File: src/rtl/product_host.sv
// product_host: drives an external nibble-serial product device.
// A transaction clears the device, streams op_a/op_b as four nibbles
// (low nibble first), then holds read high for RESULT_LAT cycles and
// captures dev_result into result_q, pulsing done for one cycle.
//
// Ports:
//   clk, reset           clock, asynchronous active-high reset
//   start, op_a, op_b    transaction request and operands (sampled in IDLE)
//   busy, done           transaction in progress / result-updated pulse
//   result_q             last captured device result
//   mismatch             self-check flag (0 unless PRODUCT_HOST_CHECK_EN)
//   dev_reset, read,     device clear strobe, read strobe and
//   nibble, dev_result   nibble bus; device result input
//
// Optional feature: define PRODUCT_HOST_CHECK_EN to compare each captured
// result against (op_a*op_b)[7:0] and report the outcome on mismatch.
module product_host #(
  parameter int unsigned RESULT_LAT = 2
) (
  input  logic       clk,
  input  logic       reset,
  input  logic       start,
  input  logic [7:0] op_a,
  input  logic [7:0] op_b,
  output logic       busy,
  output logic       done,
  output logic [7:0] result_q,
  output logic       mismatch,
  output logic       dev_reset,
  output logic       read,
  output logic [3:0] nibble,
  input  logic [7:0] dev_result
);

  localparam logic [3:0] LAST_SEND = 4'd3;
  localparam logic [3:0] LAST_WAIT = 4'(RESULT_LAT - 1);

  typedef enum logic [2:0] {IDLE, CLEAR, SEND, WAIT, DONE} state_t;

  state_t     state_q, state_d;
  logic [3:0] cnt_q, cnt_d;
  logic [7:0] op_a_q, op_a_d;
  logic [7:0] op_b_q, op_b_d;
  logic       busy_q, busy_d;
  logic       done_q, done_d;
  logic       dev_reset_q, dev_reset_d;
  logic       read_q, read_d;
  logic [3:0] nibble_q, nibble_d;
  logic [7:0] result_d;
  logic       last_wait;

  // Nibble order on the device bus: a[3:0], a[7:4], b[3:0], b[7:4].
  function automatic logic [3:0] nib_sel(input logic [1:0] idx,
                                         input logic [7:0] a,
                                         input logic [7:0] b);
    case (idx)
      2'd0:    nib_sel = a[3:0];
      2'd1:    nib_sel = a[7:4];
      2'd2:    nib_sel = b[3:0];
      default: nib_sel = b[7:4];
    endcase
  endfunction

  assign last_wait = (state_q == WAIT) && (cnt_q == LAST_WAIT);

  // Next state; outputs are computed for the state being entered so the
  // registered copies line up with the state they belong to.
  always_comb begin
    state_d     = state_q;
    cnt_d       = cnt_q;
    op_a_d      = op_a_q;
    op_b_d      = op_b_q;
    busy_d      = busy_q;
    done_d      = 1'b0;
    dev_reset_d = 1'b0;
    read_d      = 1'b0;
    nibble_d    = 4'd0;
    result_d    = result_q;
    case (state_q)
      IDLE: begin
        busy_d = 1'b0;
        if (start) begin
          state_d     = CLEAR;
          op_a_d      = op_a;
          op_b_d      = op_b;
          busy_d      = 1'b1;
          dev_reset_d = 1'b1;
          cnt_d       = 4'd0;
        end
      end
      CLEAR: begin
        state_d  = SEND;
        cnt_d    = 4'd0;
        nibble_d = nib_sel(2'd0, op_a_q, op_b_q);
      end
      SEND: begin
        if (cnt_q == LAST_SEND) begin
          state_d = WAIT;
          cnt_d   = 4'd0;
          read_d  = 1'b1;
        end else begin
          cnt_d    = cnt_q + 4'd1;
          nibble_d = nib_sel(2'(cnt_q + 4'd1), op_a_q, op_b_q);
        end
      end
      WAIT: begin
        // Counter stops at LAST_WAIT, so it never wraps.
        if (last_wait) begin
          state_d  = DONE;
          result_d = dev_result;
          done_d   = 1'b1;
        end else begin
          cnt_d  = cnt_q + 4'd1;
          read_d = 1'b1;
        end
      end
      DONE: begin
        state_d = IDLE;
        busy_d  = 1'b0;
      end
      default: begin
        state_d = IDLE;
        busy_d  = 1'b0;
      end
    endcase
  end

  // State and output registers.
  always_ff @(posedge clk or posedge reset) begin
    if (reset) begin
      state_q     <= IDLE;
      cnt_q       <= 4'd0;
      op_a_q      <= 8'd0;
      op_b_q      <= 8'd0;
      busy_q      <= 1'b0;
      done_q      <= 1'b0;
      dev_reset_q <= 1'b0;
      read_q      <= 1'b0;
      nibble_q    <= 4'd0;
      result_q    <= 8'd0;
    end else begin
      state_q     <= state_d;
      cnt_q       <= cnt_d;
      op_a_q      <= op_a_d;
      op_b_q      <= op_b_d;
      busy_q      <= busy_d;
      done_q      <= done_d;
      dev_reset_q <= dev_reset_d;
      read_q      <= read_d;
      nibble_q    <= nibble_d;
      result_q    <= result_d;
    end
  end

  assign busy      = busy_q;
  assign done      = done_q;
  assign dev_reset = dev_reset_q;
  assign read      = read_q;
  assign nibble    = nibble_q;

`ifdef PRODUCT_HOST_CHECK_EN
  logic [7:0] prod_lo;
  logic       mismatch_q, mismatch_d;

  // Flag is refreshed on the same edge that loads result_q and raises done.
  always_comb begin
    prod_lo    = 8'(op_a_q * op_b_q);
    mismatch_d = mismatch_q;
    if (last_wait) begin
      mismatch_d = (dev_result != prod_lo);
    end
  end

  always_ff @(posedge clk or posedge reset) begin
    if (reset) begin
      mismatch_q <= 1'b0;
    end else begin
      mismatch_q <= mismatch_d;
    end
  end

  assign mismatch = mismatch_q;
`else
  assign mismatch = 1'b0;
`endif

endmodule

File: config.mk
export PLATFORM = sky130hd
export DESIGN_NAME = product_host
export DESIGN_NICKNAME = d
export VERILOG_FILES = /design/src/rtl/product_host.sv
export SDC_FILE = /design/constraint.sdc
export NUM_CORES = 1
export LEC_CHECK = 0
export CORE_MARGIN = 2
export CORE_UTILIZATION = 50
export DETAILED_ROUTE_END_ITERATION = 10
export GPL_TIMING_DRIVEN = 0
export PLACE_DENSITY = 0.93
export SYNTH_ARGS = -nofsm -noshare
export SYNTH_HDL_FRONTEND = slang
export SYNTH_SLANG_ARGS = --single-unit
export TNS_END_PERCENT = 20
File: constraint.sdc
create_clock -name clk -period 4.8 [get_ports clk]
set_clock_uncertainty 0.15 [all_clocks]
set_input_delay 1.2 -clock clk [delete_from_list [all_inputs] [get_ports clk]]
set_output_delay 1.2 -clock clk [all_outputs]
set_load 0.01 [all_outputs]
==> load_flow_metrics.sql, run 1 <==
INSERT INTO impl_metrics (metric_group, metric, value, unit) VALUES
('job', 'maxCapViolCount', '0', ''),
('power_and_ir_drop', 'power-per-cell-area', '626.3', 'mW/mm^2'),
('global_route', 'grt_start_max_net_pins', '40', ''),
('global_route', 'initial_antenna_violation_count', '0', ''),
('synthesis', 'post_synth_main_area_contributors', 'sky130_fd_sc_hd__dfrtp_1, sky130_fd_sc_hd__mux2_2, sky130_fd_sc_hd__mux2_4, sky130_fd_sc_hd__ha_1, sky130_fd_sc_hd__a222oi_1', ''),
('synthesis', 'synth.lib_cells_used.distinct', '32', ''),
('floorplanning', 'initial_core_util', '0.5283', ''),
('timing', 'min_period', '2799', 'ps'),
('detailed_routing', 'antenna_violating_nets_post_route', '0', ''),
('synthesis', 'synth_ff_type', 'sky130_fd_sc_hd__dfrtp_1', ''),
('global_route', 'grt_pass1_wl', '5761', 'um'),
('synthesis', 'number_of_enable_flip_flop_cells_after_synthesis', '0', ''),
('detailed_routing', 'dr.first_iter.drc_count', '36', ''),
('synthesis', 'synth_async_sr_flop_share', '1.000', ''),
('detailed_routing', 'first_pass_iters', '4', ''),
('synthesis', 'seq_area_frac_synth', '0.5493', ''),
('setup_path', 'timing.critical_path.slowest_cell_delay', '580', 'ps'),
('synthesis', 'warnings_synthesis', '0', ''),
('setup_path', 'critical_path_launch_point_type', 'primary input', ''),
('synthesis', 'post_synth_instance_area', '0.001777', 'sq mm'),
('setup_path', 'critPathTopFamily', 'buffers and inverters', ''),
('setup_path', 'worst_path_maximum_fanout', '10', ''),
('clocking', 'post-cts-setup-buffers', '0', ''),
('synthesis', 'yosys.area.top_type_share', '0.5493', ''),
('cells_and_area', 'multi_input_comb_area', '725.7', 'sq um'),
('detailed_routing', 'postRouteWirelength', '3386', 'um'),
('power_and_ir_drop', 'power', '0.001463', 'W'),
('timing', 'period_share', '0.5832', ''),
('synthesis', 'ys_seq_elements', '39', ''),
('synthesis', 'syn_nets', '160', ''),
('power_and_ir_drop', 'cell_internal_pwr', '0.0009815', 'W'),
('setup_path', 'cp-end-kind', 'flop', ''),
('detailed_routing', 'route.vias.total', '1192', ''),
('setup_path', 'path_buf_inv', '2', ''),
('outcome', 'result_of_the_run', 'completed', ''),
('global_route', 'first_global_vias', '1239', ''),
('cells_and_area', 'filler_cell_count', '263', ''),
('floorplanning', 'die-height', '63.61', 'um'),
('global_route', 'groute.usage.overall', '0.1879', ''),
('setup_path', 'crit_path_required_time', '4880', 'ps'),
('cells_and_area', 'fin_util', '0.6946', ''),
('timing', 'unrepaired_setup_endpoints_after_global_routing', 'no', ''),
('setup_path', 'start_to_end_type_of_the_worst_setup_path', 'in2reg', ''),
('timing', 'slew_violations', '0', ''),
('cells_and_area', 'final_net_count', '209', ''),
('clocking', 'clock-root-buffer', 'sky130_fd_sc_hd__clkbuf_4', ''),
('synthesis', 'average_footprint_of_a_synthesized_cell', '13.88', 'sq um'),
('setup_path', 'critical_path.slowest_cell', 'sky130_fd_sc_hd__nor4b_4', ''),
('timing', 'slew_headroom', '0.4814', ''),
('cells_and_area', 'mostFrequentLayoutCell', 'sky130_fd_sc_hd__clkdlybuf4s50_1', ''),
('detailed_routing', 'post_drt_wl_per_cell', '15.12', 'um'),
('detailed_routing', 'route.detailed.vias_per_inst', '5.321', ''),
('placement', 'gp_routability_congestion', '0.7460', ''),
('setup_path', 'critical_path.cell_chain', 'clkdlybuf4s50_1 -> nor4b_4 -> buf_8 -> mux2_4', ''),
('clocking', 'clkSlewWorstSetupHoldPaths', '110', 'ps'),
('timing', 'setup-tns-final', '0', 'ps'),
('synthesis', 'synth.largest_area_cell', 'sky130_fd_sc_hd__dfrtp_1', ''),
('clocking', 'ctsLongestPathBuffers', '2', ''),
('cells_and_area', 'leading_cell_types_in_the_layout_fill_and_taps_excluded', 'sky130_fd_sc_hd__clkdlybuf4s50_1, sky130_fd_sc_hd__dfrtp_1, sky130_fd_sc_hd__mux2_2', ''),
('cells_and_area', 'drive_gt1_frac', '0.2360', ''),
('placement', 'portBuffers', '42', ''),
('floorplanning', 'die_w', '63.61', 'um'),
('timing', 'tightestPinTransition', '776.8', 'ps'),
('timing', 'worst_slack', '2001', 'ps'),
('placement', 'placement.setup.worst_slack', '1636', 'ps'),
('power_and_ir_drop', 'p_leak', '1.019', 'nW'),
('clocking', 'post_cts_resized', '0', ''),
('timing', 'finalSetupViolations', '0', ''),
('floorplanning', 'area_of_the_placeable_core', '0.003363', 'sq mm'),
('clocking', 'cts-buffers-inserted', '5', ''),
('timing', 'final.hold.worst_slack', '366.7', 'ps');
## layer usage
layer  share of wire  global-route usage
met5               0                   0
met1            0.40              0.2182
met4           0.018             0.07609
met3           0.074             0.05536
met2            0.51              0.3237
## path summary, 6_finish.rpt
kind | startpoint | to | slack [ps] | cells after the start
max in group asynchronous | reset | cnt_q[0]$_DFFE_PP0P_ | 2830 | 2
min reg2reg | result_q[7]$_DFFE_PP0P_ | result_q[7]$_DFFE_PP0P_ | 370 | 1
min in group asynchronous | reset | result_q[4]$_DFFE_PP0P_ | 1160 | 2
max | start | op_a_q[1]$_DFFE_PP0P_ | 2000 | 4
min | result_q[7]$_DFFE_PP0P_ | result_q[7]$_DFFE_PP0P_ | 370 | 1
max reg2reg | cnt_q[1]$_DFFE_PP0P_ | result_q[0]$_DFFE_PP0P_ | 2660 | 6
## power groups by stage
stage,Combinational [W],Clock (W),Sequential [W]
CTS,0.000682,0.000220,0.000572
detailed placement,0.000681,0,0.000580
global placement,0.000645,0,0.000567
global route,0.000736,0.000241,0.000588
floorplan,0.000439,0,0.000579
finish,0.000677,0.000215,0.000572
## Yosys cell counts (2+ instances only)
library cell	number
sky130_fd_sc_hd__buf_6	2
sky130_fd_sc_hd__o21ai_0	8
sky130_fd_sc_hd__nand2_1	6
sky130_fd_sc_hd__mux2_4	9
sky130_fd_sc_hd__a22o_1	4
sky130_fd_sc_hd__buf_4	3
sky130_fd_sc_hd__and2_1	3
sky130_fd_sc_hd__ha_1	5
sky130_fd_sc_hd__nor3b_1	4
sky130_fd_sc_hd__inv_1	4
sky130_fd_sc_hd__or3b_1	2
sky130_fd_sc_hd__a222oi_1	4
sky130_fd_sc_hd__mux2_2	15
sky130_fd_sc_hd__dfrtp_1	39
sky130_fd_sc_hd__nand2b_1	2
sky130_fd_sc_hd__nor2_1	2
## area by class of cell
type | instances | area share
inverters | 4 | 0.006427
plain buffers | 6 | 0.02571
flip-flops and latches | 39 | 0.4178
repair buffers | 42 | 0.1800
clock inverters | 3 | 0.01875
multi-input cells | 79 | 0.3107
clock buffers | 5 | 0.01607
well taps | 46 | 0.02464
## stage by stage
stage | cell area (sq um) | instances
floorplan | 1777 | 128
global placement | 2255 | 216
detailed placement | 2255 | 216
CTS | 2336 | 224
global route | 2336 | 224
finish | 2336 | 224
## sequential cells by signal, summed over array words and instances (netlist names)
register and cells:
busy 1, cnt_q 4, dev_reset 1, done 1, nibble 4, op_a_q 8, op_b_q 8, read 1
result_q 8, state_q 3
## cell families (layout without fill, tap and decap cells)
family,count (synthesis),count (layout),synth area share
other cells,1,1,0.002111
simple gates,23,23,0.08592
mux,25,25,0.1768
compound gates,24,24,0.1035
buf+inv,10,60,0.04225
xor+xnor,1,1,0.004930
flops,39,39,0.5493
fa+ha+maj,5,5,0.03521
Power figures use the tool's default switching activity.
==> run 2, diff against run 1 <==
CORE_UTILIZATION = 44   (was 50)
PLACE_DENSITY = 0.87   (was 0.93)
clock period = 2.5 ns   (was 4.8 ns; I/O delays follow)
==> run 2 against run 1 <==
Against the previous run: setup slack got worse by 1800 ps; die area increased by 13%; sequential share of layout area decreased by 0.42 points; first-iteration DRC count increased by 47%; combinational power increased by 91%; final cell count increased by 1.8%; total power increased by 95%; global-route usage decreased by 1.8 points; worst hold slack got worse by 8.7 ps; register-to-register slack got worse by 2300 ps; clock power increased by 110%; largest cell class unchanged.
==> load_flow_metrics.sql, run 2 (synthesis gave the netlist of run 1 again) <==
INSERT INTO impl_metrics (metric_group, metric, value, unit) VALUES
('cells_and_area', 'fin_util', '0.5985', ''),
('setup_path', 'critical_path.slowest_cell', 'sky130_fd_sc_hd__nor4b_4', ''),
('timing', 'unrepaired_setup_endpoints_after_global_routing', 'no', ''),
('cells_and_area', 'top_flop_regs', 'op_a_q (8), op_b_q (8), result_q (8)', ''),
('global_route', 'initial_antenna_violation_count', '0', ''),
('timing', 'worst_slack', '230.8', 'ps'),
('power_and_ir_drop', 'power.share.clock', '0.162', ''),
('clocking', 'hold_buffers', '0', ''),
('timing', 'period_share', '0.9077', ''),
('setup_path', 'timing.critical_path.slowest_cell_delay', '570', 'ps'),
('clocking', 'post-cts-setup-buffers', '0', ''),
('floorplanning', 'placement_rows', '23', ''),
('global_route', 'grt-ovfl-total', '0', ''),
('clocking', 'cts.sinks', '39', ''),
('detailed_routing', 'post_drt_wl_per_cell', '14.71', 'um'),
('setup_path', 'critical_path_launch_point_type', 'primary input', ''),
('setup_path', 'reg2reg_to', 'result_q[2]$_DFFE_PP0P_', ''),
('setup_path', 'cp.arrival', '2300', 'ps'),
('cells_and_area', 'layout-area-overhead-vs-synth', '32.82', '%'),
('setup_path', 'critical_path.endpoint', 'op_a_q[3]$_DFFE_PP0P_', ''),
('power_and_ir_drop', 'combPwrFrac', '0.451', ''),
('power_and_ir_drop', 'sequential_power_share', '0.387', ''),
('global_route', 'grt_start_max_net_pins', '40', ''),
('detailed_routing', 'route.detailed.vias_per_inst', '5.167', ''),
('clocking', 'cts-buffers-inserted', '5', ''),
('detailed_routing', 'first_pass_iters', '4', ''),
('floorplanning', 'area_of_the_placeable_core', '0.003943', 'sq mm'),
('hold_path', 'timing.hold.worst.class', 'reg2reg', ''),
('setup_path', 'reg2reg_depth', '6', ''),
('setup_path', 'cp-end-kind', 'flop', ''),
('detailed_routing', 'route.vias.total', '1178', ''),
('power_and_ir_drop', 'cell_internal_pwr', '0.001928', 'W'),
('cells_and_area', 'layout.area.seq', '975.9', 'sq um'),
('global_route', 'first_global_vias', '1200', ''),
('clocking', 'ctsLongestPathBuffers', '2', ''),
('power_and_ir_drop', 'power.switching', '0.0009210', 'W'),
('job', 'maxCapViolCount', '0', ''),
('timing', 'achievable-frequency', '0.4407', 'GHz'),
('timing', 'slew_violations', '0', ''),
('power_and_ir_drop', 'power-per-cell-area', '1207', 'mW/mm^2'),
('clocking', 'post_cts_resized', '0', ''),
('placement', 'hpwl', '2489', 'um'),
('floorplanning', 'die_area', '0.004562', 'sq mm'),
('cells_and_area', 'filler_cell_count', '306', ''),
('placement', 'placement.setup.worst_slack', '-66.66', 'ps'),
('setup_path', 'critical_path.cell_chain', 'clkdlybuf4s50_1 -> nor4b_4 -> buf_8 -> mux2_4', ''),
('power_and_ir_drop', 'p_leak', '1.026', 'nW'),
('cells_and_area', 'antenna_cells_inserted', '0', ''),
('power_and_ir_drop', 'vdd.ir_drop.worst', '0.5018', 'mV'),
('outcome', 'result_of_the_run', 'completed', ''),
('detailed_routing', 'dr.first_iter.drc_count', '53', ''),
('timing', 'tightestPinTransition', '781.3', 'ps'),
('clocking', 'clock_insertion_delay_at_the_later_pin_of_the_skew_report', '290', 'ps'),
('detailed_routing', 'antenna_violating_nets_post_route', '0', ''),
('clocking', 'cts_htree_levels', '2', ''),
('setup_path', 'timing.rr.start', 'cnt_q[1]$_DFFE_PP0P_', ''),
('placement', 'portBuffers', '42', ''),
('floorplanning', 'io_pins', '44', ''),
('timing', 'slew_headroom', '0.4784', ''),
('cells_and_area', 'multi_input_comb_area', '725.7', 'sq um'),
('floorplanning', 'die_w', '67.55', 'um'),
('setup_path', 'start_to_end_type_of_the_worst_setup_path', 'in2reg', ''),
('placement', 'gp_routability_congestion', '0.7651', ''),
('detailed_routing', 'drc_errors', '0', ''),
('floorplanning', 'initial_core_util', '0.4507', ''),
('cells_and_area', 'mostFrequentLayoutCell', 'sky130_fd_sc_hd__clkdlybuf4s50_1', ''),
('clocking', 'cts_tree', 'built', ''),
('setup_path', 'worst_path_maximum_fanout', '10', ''),
('timing', 'min_period', '2269', 'ps'),
('cells_and_area', 'drive_gt1_frac', '0.2303', ''),
('setup_path', 'worstSetupStartpoint', 'start', ''),
('power_and_ir_drop', 'sw_frac_of_total', '0.3233', ''),
('global_route', 'groute.usage.overall', '0.1695', ''),
('clocking', 'clkSlewWorstSetupHoldPaths', '70', 'ps'),
('timing', 'finalSetupViolations', '0', ''),
('timing', 'final-hold-violation-count', '0', ''),
('cells_and_area', 'leading_cell_types_in_the_layout_fill_and_taps_excluded', 'sky130_fd_sc_hd__clkdlybuf4s50_1, sky130_fd_sc_hd__dfrtp_1, sky130_fd_sc_hd__mux2_2', ''),
('floorplanning', 'die-height', '67.55', 'um'),
('setup_path', 'crit_path_required_time', '2530', 'ps'),
('timing', 'final.hold.worst_slack', '358.0', 'ps'),
('clocking', 'clock-root-buffer', 'sky130_fd_sc_hd__clkbuf_8', ''),
('setup_path', 'rrSetupSlack', '370', 'ps'),
('cells_and_area', 'final_net_count', '209', ''),
('detailed_routing', 'postRouteWirelength', '3354', 'um'),
('global_route', 'grt_pass1_wl', '5520', 'um');
[run 2: worst max-delay path, delay by kind of cell]
family                 cells  cell delay [ps]
buffers and inverters      2              800
and+or+nand+nor            1              570
muxes                      1              310
[run 2: how the worst min path moves through the flow]
stage | startpoint | end | slack (ps) | cells after the start
after floorplan | op_a_q[4]$_DFFE_PP0P_ | op_a_q[4]$_DFFE_PP0P_ | 330 | 1
after global placement | result_q[3]$_DFFE_PP0P_ | result_q[3]$_DFFE_PP0P_ | 340 | 1
after detailed placement | result_q[4]$_DFFE_PP0P_ | result_q[4]$_DFFE_PP0P_ | 350 | 1
after CTS | result_q[4]$_DFFE_PP0P_ | result_q[4]$_DFFE_PP0P_ | 360 | 1
after global routing | result_q[7]$_DFFE_PP0P_ | result_q[7]$_DFFE_PP0P_ | 380 | 1
final | result_q[4]$_DFFE_PP0P_ | result_q[4]$_DFFE_PP0P_ | 360 | 1
[run 2: stage by stage]
stage	area [sq um]	total power, W	instances	setup TNS, ps
2_1_floorplan	1777	0.001956	128	0
3_3_place_gp	2260	0.002337	220	-211.2
3_5_place_dp	2260	0.002398	220	-575.2
4_1_cts	2360	0.002873	228	0
5_1_grt	2360	0.003052	228	0
6_report	2360	0.002849	228	0
[run 2: area by class of cell]
cell class              instances  area share
plain buffers                   6     0.02545
repair buffers                 42      0.1782
well taps                      50     0.02651
multi-input cells              79      0.3075
flip-flops and latches         39      0.4136
clock buffers                   8     0.04242
inverters                       4    0.006363
[run 2: routing by layer]
layer  wire length (um)  share of wire  track usage
met4                 90          0.027       0.1071
met2               1601           0.48       0.2721
met5                  0              0            0
met1               1409           0.42       0.1989
met3                253          0.075      0.04833
[run 2: power groups by stage]
stage | Clock (W) | Sequential, W | Combinational (W)
CTS | 0.000476 | 0.00111 | 0.00129
detailed placement | 0 | 0.00112 | 0.00128
finish | 0.000461 | 0.00110 | 0.00129
floorplan | 0 | 0.00111 | 0.000843
global placement | 0 | 0.00109 | 0.00124
global route | 0.000506 | 0.00113 | 0.00141
==> run 3, diff against run 2 <==
CORE_UTILIZATION = 50   (was 44)
DONT_BUFFER_PORTS = 1   (was not set)
PLACE_DENSITY = 0.8   (was 0.87)
==> run 3 against run 2 <==
Against the previous run: core utilization is 3.6 points lower; setup slack improved by 94 ps; critical endpoint is now result_q[7]$_DFFE_PP0P_; critical path depth rose by 2; via count is 12% lower; sequential share of layout area up 10 points; maximum frequency rose by 4.3%.
==> load_flow_metrics.sql, run 3 (synthesis gave the netlist of run 1 again) <==
INSERT INTO impl_metrics (metric_group, metric, value, unit) VALUES
('outcome', 'result_of_the_run', 'completed', ''),
('cells_and_area', 'final_net_count', '167', ''),
('setup_path', 'critical_path.cell_chain', 'inv_1 -> ha_1 -> nor3b_1 -> and2_1 -> buf_4 -> mux2_2', ''),
('floorplanning', 'die_w', '63.61', 'um'),
('detailed_routing', 'route.vias.total', '1037', ''),
('placement', 'hpwl', '2319', 'um'),
('power_and_ir_drop', 'power-per-cell-area', '1306', 'mW/mm^2'),
('detailed_routing', 'drt-met1-wl', '1219', 'um'),
('timing', 'unrepaired_setup_endpoints_after_global_routing', 'no', ''),
('clocking', 'ctsLongestPathBuffers', '2', ''),
('clocking', 'clkSlewWorstSetupHoldPaths', '110', 'ps'),
('clocking', 'cts_htree_levels', '2', ''),
('timing', 'tightestPinTransition', '780.9', 'ps'),
('clocking', 'clock_insertion_delay_at_the_later_pin_of_the_skew_report', '350', 'ps'),
('job', 'maxCapViolCount', '0', ''),
('setup_path', 'worst_path_maximum_fanout', '9', ''),
('setup_path', 'timing.critical_path.slowest_cell_delay', '440', 'ps'),
('floorplanning', 'placement_rows', '21', ''),
('clocking', 'post_cts_resized', '0', ''),
('detailed_routing', 'wl_met3', '220', 'um'),
('power_and_ir_drop', 'vdd.ir_drop.worst', '0.4627', 'mV'),
('detailed_routing', 'antenna_violating_nets_post_route', '0', ''),
('timing', 'slew_violations', '0', ''),
('timing', 'achievable-frequency', '0.4597', 'GHz'),
('global_route', 'grt_start_max_net_pins', '40', ''),
('placement', 'post_place_cells', '174', ''),
('timing', 'finalSetupViolations', '0', ''),
('clocking', 'clock-root-buffer', 'sky130_fd_sc_hd__clkbuf_4', ''),
('clocking', 'cts.sinks', '39', ''),
('cells_and_area', 'antenna_cells_inserted', '0', ''),
('cells_and_area', 'leading_cell_types_in_the_layout_fill_and_taps_excluded', 'sky130_fd_sc_hd__dfrtp_1, sky130_fd_sc_hd__mux2_2, sky130_fd_sc_hd__mux2_4', ''),
('setup_path', 'reg2reg_depth', '6', ''),
('detailed_routing', 'route.detailed.vias_per_inst', '5.729', ''),
('timing', 'period_share', '0.8701', ''),
('global_route', 'grt_pass1_wl', '5209', 'um'),
('timing', 'final.hold.worst_slack', '134.2', 'ps'),
('detailed_routing', 'first_pass_iters', '4', ''),
('placement', 'portBuffers', '0', ''),
('floorplanning', 'area_of_the_placeable_core', '0.003363', 'sq mm'),
('floorplanning', 'die_area', '0.004046', 'sq mm'),
('setup_path', 'critical_path.slowest_cell', 'sky130_fd_sc_hd__dfrtp_1', ''),
('timing', 'final-hold-violation-count', '0', ''),
('floorplanning', 'die-height', '63.61', 'um'),
('cells_and_area', 'layout-area-overhead-vs-synth', '6.408', '%'),
('global_route', 'groute.usage.overall', '0.1733', ''),
('timing', 'setup-tns-final', '0', 'ps'),
('timing', 'slew_headroom', '0.4787', ''),
('hold_path', 'timing.hold.worst.class', 'in2async', ''),
('clocking', 'post-cts-setup-buffers', '0', ''),
('cells_and_area', 'top_flop_regs', 'op_a_q (8), op_b_q (8), result_q (8)', ''),
('global_route', 'grt-ovfl-total', '0', ''),
('detailed_routing', 'post_drt_wl_per_cell', '16.96', 'um'),
('clocking', 'cts_tree', 'built', ''),
('setup_path', 'start_to_end_type_of_the_worst_setup_path', 'reg2reg', ''),
('timing', 'min_period', '2175', 'ps'),
('floorplanning', 'io_pins', '44', ''),
('global_route', 'first_global_vias', '1139', ''),
('setup_path', 'cp-end-kind', 'flop', ''),
('detailed_routing', 'top_layer_used', 'met4', ''),
('clocking', 'hold_buffers', '0', ''),
('detailed_routing', 'dr.first_iter.drc_count', '43', ''),
('detailed_routing', 'postRouteWirelength', '3070', 'um'),
('detailed_routing', 'drc_errors', '0', ''),
('setup_path', 'critical_path_launch_point_type', 'flop', ''),
('placement', 'gp_routability_congestion', '0.7592', ''),
('cells_and_area', 'drive_gt1_frac', '0.3037', ''),
('detailed_routing', 'route.met2.wl', '1539', 'um'),
('cells_and_area', 'mostFrequentLayoutCell', 'sky130_fd_sc_hd__dfrtp_1', ''),
('setup_path', 'cp.arrival', '2270', 'ps'),
('clocking', 'cts-buffers-inserted', '5', ''),
('power_and_ir_drop', 'power', '0.002469', 'W'),
('cells_and_area', 'non_filler_cells_in_the_finished_layout', '181', ''),
('floorplanning', 'initial_core_util', '0.5283', ''),
('cells_and_area', 'fin_util', '0.5621', ''),
('global_route', 'initial_antenna_violation_count', '0', ''),
('setup_path', 'crit_path_required_time', '2600', 'ps'),
('power_and_ir_drop', 'p_leak', '0.8467', 'nW');
==> run 3: routing by layer <==
| layer | up-vias | global-route usage |
|---|---|---|
| li1 | 474 | - |
| met1 | 508 | 0.1826 |
| met2 | 45 | 0.2882 |
| met3 | 10 | 0.06071 |
| met4 | 0 | 0.1196 |
| met5 | - | 0 |
==> run 3: stage by stage <==
stage          instance area, sq um  setup WS [ps]
5_1_grt                        1891          148.9
6_report                       1891          324.8
3_5_place_dp                   1834          361.8
2_1_floorplan                  1777          596.3
4_1_cts                        1891          337.6
3_3_place_gp                   1834          428.0
==> run 3: layout make-up <==
class,count,area (sq um)
fillers,295,1473
flip-flops and latches,39,975.9
multi-input cells,79,725.7
plain buffers,6,60.06
well taps,46,57.56
clock buffers,6,51.30
inverters,4,15.01
clock inverters,1,5.005
==> run 3: critical path: cells and delay by family (launching register included) <==
family                     cells  cell delay (ps)
and+or+nand+nor                2              590
DFF                            1              440
adders and majority gates      1              270
muxes                          1              350
buffers and inverters          2              280
==> run 3: report_power, final <==
group / internal (W) / switching, W
clock: 0.000130 / 0.000193
sequential: 0.000922 / 0.000252
combinational: 0.000544 / 0.000429
==> run 3: worst paths after layout <==
| kind | from | end | slack, ps |
|---|---|---|---|
| min | reset | state_q[1]$_DFFE_PP0P_ | 130 |
| min in group clk | start | busy$_DFFE_PP0N_ | 260 |
| max | cnt_q[1]$_DFFE_PP0P_ | result_q[7]$_DFFE_PP0P_ | 320 |
| min reg2reg | op_a_q[7]$_DFFE_PP0P_ | op_a_q[7]$_DFFE_PP0P_ | 370 |
| max reg2reg | cnt_q[1]$_DFFE_PP0P_ | result_q[7]$_DFFE_PP0P_ | 320 |
| max in group asynchronous | reset | op_b_q[4]$_DFFE_PP0P_ | 1570 |
